<file path="config.mk">
export PLATFORM = sky130hd
export DESIGN_NAME = pll_drp_ctrl
export DESIGN_NICKNAME = d
export VERILOG_FILES = /design/src/rtl/pll_drp_pkg.sv /design/src/rtl/pll_drp_calc.sv /design/src/rtl/pll_drp_ctrl.sv
export SDC_FILE = /design/constraint.sdc
export NUM_CORES = 1
export LEC_CHECK = 0
export ABC_AREA = 0
export CAP_MARGIN = 20
export CORE_ASPECT_RATIO = 1.75
export CORE_MARGIN = 2
export CORE_UTILIZATION = 35
export DETAILED_ROUTE_END_ITERATION = 12
export PLACE_DENSITY = 0.6
export SLEW_MARGIN = 15
export SYNTH_ARGS = -nofsm -noshare
export SYNTH_HDL_FRONTEND = slang
export SYNTH_SLANG_ARGS = --single-unit
</file>
<file path="constraint.sdc">
create_clock -name clk_i -period 2.42 [get_ports clk_i]
set_input_delay 0.605 -clock clk_i [delete_from_list [all_inputs] [get_ports clk_i]]
set_output_delay 0.605 -clock clk_i [all_outputs]
set_load 0.03 [all_outputs]
</file>
<file path="src/rtl/pll_drp_pkg.sv">
// pll_drp_pkg: FSM states, DRP address map, clock-register field layout and error codes
package pll_drp_pkg;
  typedef enum logic [2:0] {
    ST_IDLE, ST_RD, ST_RD_WAIT, ST_WR, ST_WR_WAIT, ST_LOCK_WAIT
  } state_e;
  localparam logic [15:0] KEEP_MASK1 = 16'h1000;
  localparam logic [15:0] KEEP_MASK2 = 16'hFC00;
  localparam int CR1_PHASE_LSB = 13;
  localparam int CR1_HIGH_LSB = 6;
  localparam int CR1_LOW_LSB = 0;
  localparam int CR2_EDGE_BIT = 7;
  localparam int CR2_NOCNT_BIT = 6;
  localparam int CR2_DELAY_LSB = 0;
  localparam logic [1:0] ERR_NONE = 2'd0;
  localparam logic [1:0] ERR_BAD_REQ = 2'd1;
  localparam logic [1:0] ERR_LOCK_TO = 2'd2;
  localparam logic [1:0] ERR_DRDY_TO = 2'd3;
  // CLKOUT5 sits below CLKOUT0 in the DRP map; the others are contiguous pairs from 08
  function automatic logic [6:0] clkout_addr(input logic [2:0] ch, input logic idx);
    logic [6:0] base;
    base = (ch == 3'd5) ? 7'h06 : 7'h08 + {3'b000, ch, 1'b0};
    return base | {6'b0, idx};
  endfunction
endpackage

</file>
<file path="src/rtl/pll_drp_calc.sv">
// pll_drp_calc: divide/phase to ClkReg1/ClkReg2 field word plus the matching keep mask
module pll_drp_calc
  import pll_drp_pkg::*;
(
  input  logic [6:0]  div_i,
  input  logic [8:0]  phase_i,
  input  logic        idx_i,
  output logic [15:0] field_o,
  output logic [15:0] mask_o
);
  logic is1, is64;
  logic [5:0] high, low;
  logic [15:0] reg1, reg2;
  always_comb begin
    is1 = div_i == 7'd1;
    is64 = div_i == 7'd64;
    high = is1 ? 6'd1 : is64 ? 6'd0 : div_i[6:1];
    low = is1 ? 6'd1 : is64 ? 6'd0 : 6'(div_i - {1'b0, div_i[6:1]});
    reg1 = (16'(phase_i[2:0]) << CR1_PHASE_LSB) | (16'(high) << CR1_HIGH_LSB) | (16'(low) << CR1_LOW_LSB);
    reg2 = (16'(div_i[0] & ~is1) << CR2_EDGE_BIT) | (16'(is1) << CR2_NOCNT_BIT) | (16'(phase_i[8:3]) << CR2_DELAY_LSB);
    field_o = idx_i ? reg2 : reg1;
    mask_o = idx_i ? KEEP_MASK2 : KEEP_MASK1;
  end
endmodule

</file>
<file path="src/rtl/pll_drp_ctrl.sv">
// pll_drp_ctrl: reprograms one PLL CLKOUT divider/phase via DRP read-modify-write, then waits for lock
module pll_drp_ctrl
  import pll_drp_pkg::*;
#(
  parameter int NUM_CH = 3,
  parameter int LOCK_TIMEOUT = 65535,
  parameter int DRDY_TIMEOUT = 64
) (
  input  logic        clk_i,
  input  logic        rst_i,
  input  logic        req_valid_i,
  output logic        req_ready_o,
  input  logic [2:0]  req_ch_i,
  input  logic [6:0]  req_div_i,
  input  logic [8:0]  req_phase_i,
  output logic [6:0]  daddr_o,
  output logic        den_o,
  output logic        dwe_o,
  output logic [15:0] di_o,
  input  logic [15:0] do_i,
  input  logic        drdy_i,
  output logic        pll_rst_o,
  input  logic        pll_locked_i,
  output logic        busy_o,
  output logic        done_o,
  output logic        err_o,
  output logic [1:0]  err_code_o,
  output logic        locked_o
);
  localparam int CNT_MAX = LOCK_TIMEOUT > DRDY_TIMEOUT ? LOCK_TIMEOUT : DRDY_TIMEOUT;
  localparam int CW = $clog2(CNT_MAX + 1);
  state_e state_q, state_d;
  logic idx_q, idx_d;
  logic [2:0] ch_q, ch_d;
  logic [6:0] div_q, div_d;
  logic [8:0] phase_q, phase_d;
  logic [CW-1:0] cnt_q, cnt_d;
  logic [6:0] daddr_q, daddr_d;
  logic [15:0] di_q, di_d;
  logic pll_rst_q, pll_rst_d, done_q, done_d, err_q, err_d;
  logic [1:0] code_q, code_d;
  logic [1:0] sync_q;
  logic [15:0] field, mask;
  logic bad, drp_to, lock_to;
  pll_drp_calc u_calc (
    .div_i(div_q),
    .phase_i(phase_q),
    .idx_i(idx_q),
    .field_o(field),
    .mask_o(mask)
  );
  always_comb begin
    bad = 32'(req_ch_i) >= NUM_CH || req_div_i == 7'd0 || req_div_i > 7'd64;
    drp_to = cnt_q == CW'(DRDY_TIMEOUT - 1);
    lock_to = cnt_q == CW'(LOCK_TIMEOUT - 1);
    state_d = state_q;
    idx_d = idx_q;
    ch_d = ch_q;
    div_d = div_q;
    phase_d = phase_q;
    cnt_d = cnt_q + 1'b1;
    daddr_d = daddr_q;
    di_d = di_q;
    pll_rst_d = pll_rst_q;
    done_d = 1'b0;
    err_d = 1'b0;
    code_d = code_q;
    case (state_q)
      ST_IDLE: begin
        cnt_d = '0;
        if (req_valid_i) begin
          err_d = bad;
          code_d = bad ? ERR_BAD_REQ : ERR_NONE;
          if (!bad) begin
            ch_d = req_ch_i;
            div_d = req_div_i;
            phase_d = req_phase_i;
            idx_d = 1'b0;
            daddr_d = clkout_addr(req_ch_i, 1'b0);
            pll_rst_d = 1'b1;
            state_d = ST_RD;
          end
        end
      end
      ST_RD: begin
        cnt_d = '0;
        state_d = ST_RD_WAIT;
      end
      ST_RD_WAIT: begin
        if (drdy_i) begin
          di_d = (do_i & mask) | field;
          state_d = ST_WR;
        end else if (drp_to) begin
          err_d = 1'b1;
          code_d = ERR_DRDY_TO;
          pll_rst_d = 1'b0;
          state_d = ST_IDLE;
        end
      end
      ST_WR: begin
        cnt_d = '0;
        state_d = ST_WR_WAIT;
      end
      ST_WR_WAIT: begin
        if (drdy_i) begin
          cnt_d = '0;
          idx_d = 1'b1;
          daddr_d = clkout_addr(ch_q, 1'b1);
          pll_rst_d = !idx_q;
          state_d = idx_q ? ST_LOCK_WAIT : ST_RD;
        end else if (drp_to) begin
          err_d = 1'b1;
          code_d = ERR_DRDY_TO;
          pll_rst_d = 1'b0;
          state_d = ST_IDLE;
        end
      end
      ST_LOCK_WAIT: begin
        if (sync_q[1]) begin
          done_d = 1'b1;
          state_d = ST_IDLE;
        end else if (lock_to) begin
          err_d = 1'b1;
          code_d = ERR_LOCK_TO;
          state_d = ST_IDLE;
        end
      end
      default: state_d = ST_IDLE;
    endcase
  end
  always_ff @(posedge clk_i) begin
    if (rst_i) begin
      state_q <= ST_IDLE;
      idx_q <= 1'b0;
      ch_q <= '0;
      div_q <= '0;
      phase_q <= '0;
      cnt_q <= '0;
      daddr_q <= '0;
      di_q <= '0;
      pll_rst_q <= 1'b0;
      done_q <= 1'b0;
      err_q <= 1'b0;
      code_q <= ERR_NONE;
      sync_q <= '0;
    end else begin
      state_q <= state_d;
      idx_q <= idx_d;
      ch_q <= ch_d;
      div_q <= div_d;
      phase_q <= phase_d;
      cnt_q <= cnt_d;
      daddr_q <= daddr_d;
      di_q <= di_d;
      pll_rst_q <= pll_rst_d;
      done_q <= done_d;
      err_q <= err_d;
      code_q <= code_d;
      sync_q <= {sync_q[0], pll_locked_i};
    end
  end
  assign req_ready_o = state_q == ST_IDLE;
  assign busy_o = state_q != ST_IDLE;
  assign den_o = state_q == ST_RD || state_q == ST_WR;
  assign dwe_o = state_q == ST_WR;
  assign daddr_o = daddr_q;
  assign di_o = di_q;
  assign pll_rst_o = pll_rst_q;
  assign done_o = done_q;
  assign err_o = err_q;
  assign err_code_o = code_q;
  assign locked_o = sync_q[1] && state_q == ST_IDLE;
endmodule

</file>
==> run summary, run 1 <==
The total number of vias is 3,121. The clock edge transition at the registers on the reported setup and hold paths was 0.05 ns. Critical path startpoint category: an input pin.

The initial utilization of the core area, before any placement, comes to 36.2%. Yosys printed 0 warnings. Cells with a size suffix above 1 make up 12.0% of the layout. Global routing used 4.59% of the available met3 tracks.

Setup repair after global routing could not meet its margin everywhere. For the pin with the worst max-slew slack, the measured transition is 0.619 ns. The area fraction of the dominant cell type after synthesis came out at 40.2%. TritonCTS built the clock tree. Critical path class: input pin to flip-flop.

The synthesized design contains 66 register bits. After layout, the minimum clock period comes to 2.36 ns. In this run the power density over the cells is 684 mW/mm^2. In the finished design, the share of the clock period the worst path needs comes to 97.5%.

The number of buffers added on ports came out at 60. The logs give 49.5% for the utilization after layout and 0.00542 ns for the worst clock skew. The analysis attributes to cell leakage a power of 1.60 nW.

The routed design has 8.69 mm of wire. Routability-driven placement congestion ratio: 0.873. Counting distinct cell types in the post-synthesis netlist gives 49. In this run the vertical extent of the chip is 132 um.

The aggregate global-route resource usage came out at 17.9%. Sorting the synthesized cells by how often they occur yields sky130_fd_sc_hd__dfxtp_1 (66), sky130_fd_sc_hd__nand2_1 (57), sky130_fd_sc_hd__a21oi_1 (38), sky130_fd_sc_hd__nor2_1 (37), sky130_fd_sc_hd__nand3_1 (18). The tightest hold path in the finished design has a slack of 0.452 ns. The slowest library cell on the worst path was sky130_fd_sc_hd__or4_4. After floorplanning, the core was divided into 46 placement rows. A synthesized cell averages 8.20 um^2.

The post-synthesis sequential area ratio is 40.2%. The layout overhead on the synthesized area is 37.0%. The core region is 0.00909 mm^2.

Measured in cells, the most critical reg-to-reg path has a length of 8. The share of flip-flops with an asynchronous set or reset after synthesis came out at 0%. The path class of the lowest-slack min-delay path was flip-flop to flip-flop. The critical path data required time is 2.61 ns, and the average via count per standard cell is 5.18. Once the clock tree was built, the setup fixing pass inserted 0 buffers. The worst-skew pair later-pin latency came out at 0.33 ns. The layer flagged by global routing as most heavily used is met2.

The final count of hold timing violations came out at 0. After filler insertion, the fill cell instance count of the layout stands at 919. 0 antenna diodes ended up in the layout. The initial antenna violation count is 0, and the power after layout is 3.08 mW.

For met1 alone, demand over resource in global routing was 17.6%. By instance count, the leading cell after synthesis is sky130_fd_sc_hd__dfxtp_1. The synthesized cell area is 0.00329 mm^2.

For the worst setup path, the data arrival time is 2.55 ns. The total of endpoints with negative setup slack in the final report is 0, and the number of H-tree branching levels is 3. The critical path goes through clkdlybuf4s50_1 > or4_4 > or4_4 > and3_4 > buf_12 > nand2_1 > a21oi_1. The critical register-to-register path startpoint was div_q[1]. Along the worst path, the maximum fanout reaches 17.

Number of DRC violations after detailed routing: 0. The hold path startpoint was di_o[8]. The tools report the final max-slew violation count as 0. The worst setup path is captured at a flip-flop.

For this design the top-level I/O count stands at 73. The tools report the via count of the first global-routing pass as 3,074. The capturing point of the worst reg2reg path is di_o[4]. The count of nets after finishing is 530, and the total congestion overflow is 0. The setup check on the worst reg-to-reg path leaves a slack of 0.20 ns.

For the pin count of the biggest net entering global routing, the log shows 34. The capture endpoint of the worst hold path is di_o[8]. sky130_fd_sc_hd__dfxtp_1 takes more of the synthesized area than any other cell.

Measured against its own limit, the worst slew margin works out to 58.7%. After synthesis, the cell types taking the most area are sky130_fd_sc_hd__dfxtp_1 (40%), sky130_fd_sc_hd__nand2_1 (6.5%), sky130_fd_sc_hd__a21oi_1 (5.8%). Detailed placement finished with a half-perimeter wire length of 6.56 mm.

The area of the die was 0.0102 mm^2; the max-cap violation count was 0. The logs give 33.8% for the met2 track demand over resource and 9 for the number of buffers inserted during clock tree synthesis. The horizontal die dimension is 77.3 um, and the number of iterations in the first detailed-routing pass is 4.

Synthesis handed over a netlist of 401 instances. The flow ran to the end, and the final reports show no timing, DRC or antenna violations. The most used flip-flop cell after synthesis is sky130_fd_sc_hd__dfxtp_1. The number of DRC markers in iteration 0 is 100, and the largest stage delay on the critical path is 0.57 ns. In this run the remaining antenna-violating nets after routing total 0. The maximum ir drop on the vdd rail came out at 418 uV. Along the worst hold path, the cell count comes to 2.

The number of flops mapped to enable cells by yosys came out at 0. The clock net in this run drives a total of 66 sinks. The most frequent cell on the critical path was sky130_fd_sc_hd__or4_4. In the final routed layout, each cell accounts on average for 14.4 um.

The clock passes through at most 2 buffers. Timing-limited maximum frequency: 424 MHz. The library cell used as clock root buffer is sky130_fd_sc_hd__clkbuf_16. The tools report the wire length of the first global-routing pass as 14.5 mm.
cell families after synthesis:
group                    synth area share [%]
other                                   0.114
AND/OR/NAND/NOR                          26.2
AO/OA/AOI/OAI                            17.1
XOR/XNOR                                 3.73
multiplexers                             2.47
adder cells (fa/ha/maj)                  4.79
flip-flops                               40.2
buffers and inverters                    5.44
how the worst max path moves through the flow:
stage                 end         start  slack, ns  cells after the start
5_1_grt        phase_q[6]  req_div_i[0]      -0.02                      7
3_3_place_gp   phase_q[8]  req_div_i[0]      -0.34                      7
2_1_floorplan    locked_o    state_q[0]       0.05                      3
4_1_cts        phase_q[0]  req_div_i[0]       0.01                      7
6_report       phase_q[2]  req_div_i[0]       0.06                      7
3_5_place_dp   phase_q[0]  req_div_i[0]      -0.36                      7
sequential cells by signal, summed over array words and instances, names as in the netlist:
register and flops:
cnt_q 16, di_o 16, phase_q 9, div_q 7, daddr_o 5, ch_q 3
state_q 3, err_code_o 2, sync_q 2, done_o 1, err_o 1, pll_rst_o 1
per-layer routing:
layer | wire [um] | part of all wire, %
met1 | 3350 | 39
met2 | 4680 | 54
met3 | 370 | 4.3
met4 | 278 | 3.2
met5 | 0 | 0
cells in the final DEF (no fill, tap or decap), types with 4 or more instances in the layout:
cell,n
sky130_fd_sc_hd__dfxtp_1,66
sky130_fd_sc_hd__nand2_1,57
sky130_fd_sc_hd__clkdlybuf4s50_1,55
sky130_fd_sc_hd__a21oi_1,38
sky130_fd_sc_hd__nor2_1,37
sky130_fd_sc_hd__buf_4,28
sky130_fd_sc_hd__nand3_1,18
sky130_fd_sc_hd__inv_1,14
sky130_fd_sc_hd__nand2b_1,12
sky130_fd_sc_hd__a211oi_1,12
sky130_fd_sc_hd__ha_1,11
sky130_fd_sc_hd__nor3_1,10
sky130_fd_sc_hd__o21ai_0,10
sky130_fd_sc_hd__nor2b_1,9
sky130_fd_sc_hd__clkbuf_16,9
sky130_fd_sc_hd__xor2_1,8
sky130_fd_sc_hd__mux2i_1,7
sky130_fd_sc_hd__a221oi_1,6
sky130_fd_sc_hd__xnor2_1,6
sky130_fd_sc_hd__and3_1,4
sky130_fd_sc_hd__and4_1,4
sky130_fd_sc_hd__nand4_1,4
sky130_fd_sc_hd__clkinvlp_4,4
power by group:
part,leakage (nW),internal (mW),switching (mW)
registers,0.535,1.13,0.0341
logic,0.922,0.232,0.272
clock network,0.147,0.928,0.486
total,1.60,2.29,0.792
final cells by class:
cell class                      count  area, um^2  share of cell area [%]
Clock buffer                       10         239                    5.30
Timing Repair Buffer               89         838                    18.6
Clock inverter                      6        90.1                    2.00
Tap cell                          120         150                    3.33
Sequential cell                    66        1320                    29.3
Multi-Input combinational cell    298        1810                    40.3
Inverter                           14        52.6                    1.17
critical path, delay by kind of cell:
| family | cells | cell delay (ns) |
|---|---|---|
| AOI/OAI and AO/OA | 1 | 0.06 |
| buffers and inverters | 2 | 0.59 |
| and+or+nand+nor | 4 | 1.30 |
metrics by stage:
stage	std cells	instance area (um^2)	worst slack (ns)	setup TNS [ns]
2_1_floorplan	402	3290	0.0473	0
3_3_place_gp	587	4150	-0.344	-8.38
3_5_place_dp	587	4150	-0.358	-8.71
4_1_cts	603	4480	0.0126	0
5_1_grt	603	4510	-0.0194	-0.0257
6_report	603	4510	0.0608	0
timing repair:
action                     CTS  global route
setup endpoints to repair   10            22
gates resized for setup      2             7
hold buffers                 0             0
Power figures use the tool's default switching activity.
==> run 2, diff against run 1 <==
- GPL_ROUTABILITY_DRIVEN: default -> 0
- GPL_TIMING_DRIVEN: default -> 0
==> run 2 against run 1 <==
Against the previous run:
- register-to-register slack improved by 0.06 ns
- design area down 1.7%
- global-route usage increased by 0.49 points
- critical path type unchanged
- flip-flop and latch count stayed put
- first-iteration DRC count grew 93%
- wire length up 3.6%
- combinational power decreased by 2%
- sequential power is essentially flat
- power up 1.6%
- clock power up 4%
==> run summary, run 2 (same netlist as run 1, synthesis figures left out) <==
After detailed routing, the number of vias per cell comes to 5.22. The clock edge transition at the registers on the reported setup and hold paths came out at 0.05 ns. The capture point of the critical path is state_q[0]. The final count of hold timing violations is 0, and the final sum of negative setup slack is 0 ns. The endpoint identified for the worst register-to-register timing path is di_o[5].

The layout overhead on the synthesized area was 34.6%; the share of total power in combinational logic was 15.7%. Once the floorplan was initialized, standard cells occupied 36.2% of the core. 73 I/O pins were placed.

The number of buffers inserted by hold repair at cts is 0, and the horizontal die dimension is 77.3 um. Summed over all layers, the routed wires come to 9.00 mm. For the share of total power in the clock network, the log shows 47.0%. The maximum number of buffers from clock root to sink came out at 2. Once placement finished, the instance area stood at 0.00403 mm^2. Number of DRC markers in iteration 0: 193.

Net switching is 25.0% of the power. The clock drives 66 sinks. The utilization after layout was 48.7%; the count of nets after finishing was 525. TritonCTS built the clock tree. The largest individual stage delay along the critical path comes from the cell sky130_fd_sc_hd__or4_4. From bottom edge to top edge, the die measures 132 um. Setup violations remaining at the end of the flow were counted as 0.

The initial antenna violation count was 0. After layout, the worst path uses 95.8% of the clock period. Leaving out fill and tap cells, the most frequent cells in the layout are sky130_fd_sc_hd__dfxtp_1 (65), sky130_fd_sc_hd__nand2_1 (57), sky130_fd_sc_hd__clkdlybuf4s50_1 (50), sky130_fd_sc_hd__a21oi_1 (38), sky130_fd_sc_hd__nor2_1 (37).

Of all nets on the critical path, the largest fanout is 4. Measured in cells, the most critical reg-to-reg path has a length of 7. During placement, the flow inserted port buffers numbering 59. The via count of the first global-routing pass is 3,118. STA classifies the critical path startpoint as an input pin. Dividing total power by cell area gives a power density of 708 mW/mm^2. The path class of the lowest-slack min-delay path is flip-flop to flip-flop.

The worst setup path is captured at a flip-flop. Final standard cell area without fillers: 0.00443 mm^2. OpenSTA, run right after detailed placement, puts the worst setup slack at -0.425 ns. The worst register-to-register path begins at div_q[2]. The slew at the pin with the worst max-slew slack is 0.973 ns.

The total number of vias is 3,121, and the aggregate global-route resource usage is 18.4%. The run gives 435 uV as the maximum ir drop on the vdd rail. STA puts the critical path data arrival time at 2.50 ns.

The largest stage delay on the critical path is 0.55 ns. For this design the total switching power over the nets is 0.785 mW. Entering global routing, the biggest net connects 12 pins. The internal power came out at 2.35 mW. The critical path data required time was 2.60 ns. The run gives 0.00597 ns as the worst clock skew. The flop-to-flop setup slack is 0.26 ns, and the number of iterations in the first detailed-routing pass is 4. After detailed routing, the number of remaining DRC violations is 0. Walking the worst path, the cells encountered are dlygate4sd2_1 > or4_4 > or4_4 > and3_1 > a311oi_2 > a211oi_1.

The tools report the area of the die as 0.0102 mm^2. Timing would allow up to 431 MHz. The worst path meets setup with 0.101 ns of slack. The number of antenna diodes in the final layout is 0.

The tools report the max-cap violation count as 0. The worst hold slack after final layout is 0.446 ns. The run gives 1.58 nW as the static leakage power. The critical path class is input pin to flip-flop. The share of cells above drive strength 1 was 8.58%. The first global-routing pass estimated 14.8 mm of wire.

The run gives 0 as the post-detailed-route count of antenna-violating nets. The flow ran to the end, and the final reports show no timing, DRC or antenna violations. The launching element of the worst setup path is req_div_i[3].

The logs give 9 for the number of buffers inserted during clock tree synthesis and 0.33 ns for the worst-skew pair later-pin latency. Detailed placement ended at an HPWL of 6.95 mm. Library cell used as clock root buffer: sky130_fd_sc_hd__clkbuf_16.

The commonest non-fill, non-tap cell in the layout is sky130_fd_sc_hd__dfxtp_1. The H-tree was split into 3 levels. Global routing finished with a remaining overflow of 0.

The logs give 0.00909 mm^2 for the standard cell core area and 35.0% for the worst max-slew margin expressed relative to the limit. Fill cells in the final layout number 949. Per report_power, the sequential group accounts for 37.3% of the total. In this design, the critical path's most frequently occurring cell is sky130_fd_sc_hd__or4_4.

The floorplan has 46 rows. Setup repair after global routing left no endpoint under its margin. The final max-slew violation count came out at 0. Dividing the detail-routed wire length by the instance count gives 15.1 um. Subtracting the final worst setup slack from the clock period gives 2.32 ns.
[run 2: cell types whose count changed in the layout (fill, tap and decap cells not counted), moves of 2 or more]
cell and delta:
sky130_fd_sc_hd__dlymetal6s2s_1 +3, sky130_fd_sc_hd__buf_4 -22, sky130_fd_sc_hd__clkinv_2 +3, sky130_fd_sc_hd__clkinvlp_4 -4, sky130_fd_sc_hd__dlygate4sd2_1 +3, sky130_fd_sc_hd__clkdlybuf4s50_1 -5
sky130_fd_sc_hd__buf_12 -2, sky130_fd_sc_hd__clkbuf_1 +14, sky130_fd_sc_hd__clkbuf_2 +3
[run 2: repair_timing]
| item | 4_1_cts | 5_1_grt |
|---|---|---|
| endpoints found under the setup margin | 26 | 31 |
| hold endpoints to repair | 0 | 0 |
| setup buffers | 2 | 0 |
| resized for setup | 14 | 10 |
| pin swaps | 2 | 2 |
[run 2: area by class of cell]
cell class,count,area (um^2),area share (%)
inverter,14,52.6,1.19
timing repair buffer,61,606,13.7
sequential,66,1320,29.9
tap,120,150,3.39
clock inverter,6,105,2.37
buffer,23,131,2.97
clock buffer,10,229,5.17
multi-input combinational,298,1830,41.4
[run 2: critical path, delay by kind of cell]
kind            cells  cell delay, ns
simple gates        3            1.30
compound gates      2            0.36
buf+inv             1            0.24
[run 2: power by group through the flow]
stage	clock network (mW)	registers (mW)	logic (mW)
after floorplan	0	1.23	0.240
after global placement	0	1.18	0.478
after detailed placement	0	1.19	0.481
after CTS	1.50	1.17	0.491
after global routing	1.55	1.17	0.530
final	1.47	1.17	0.492
[run 2: layer usage]
layer | up-vias | global-route usage, % | wire [um]
met3 | 32 | 3.56 | 299
met1 | 1458 | 18.9 | 3560
met4 | 0 | 11.2 | 438
li1 | 1544 | - | -
met2 | 87 | 33.5 | 4710
met5 | - | 0 | 0
[run 2: through the flow]
stage | instances | power [mW]
detailed placement | 581 | 1.67
finish | 598 | 3.13
CTS | 598 | 3.16
global placement | 581 | 1.66
floorplan | 402 | 1.47
global route | 598 | 3.25
[run 2: worst min path at each step]
stage	to	slack, ns	cells after the start	start
5_1_grt	sync_q[1]	0.46	1	sync_q[0]
6_report	sync_q[1]	0.45	1	sync_q[0]
3_5_place_dp	sync_q[1]	0.44	1	sync_q[0]
4_1_cts	sync_q[1]	0.45	1	sync_q[0]
2_1_floorplan	sync_q[1]	0.41	1	sync_q[0]
3_3_place_gp	sync_q[1]	0.43	1	sync_q[0]
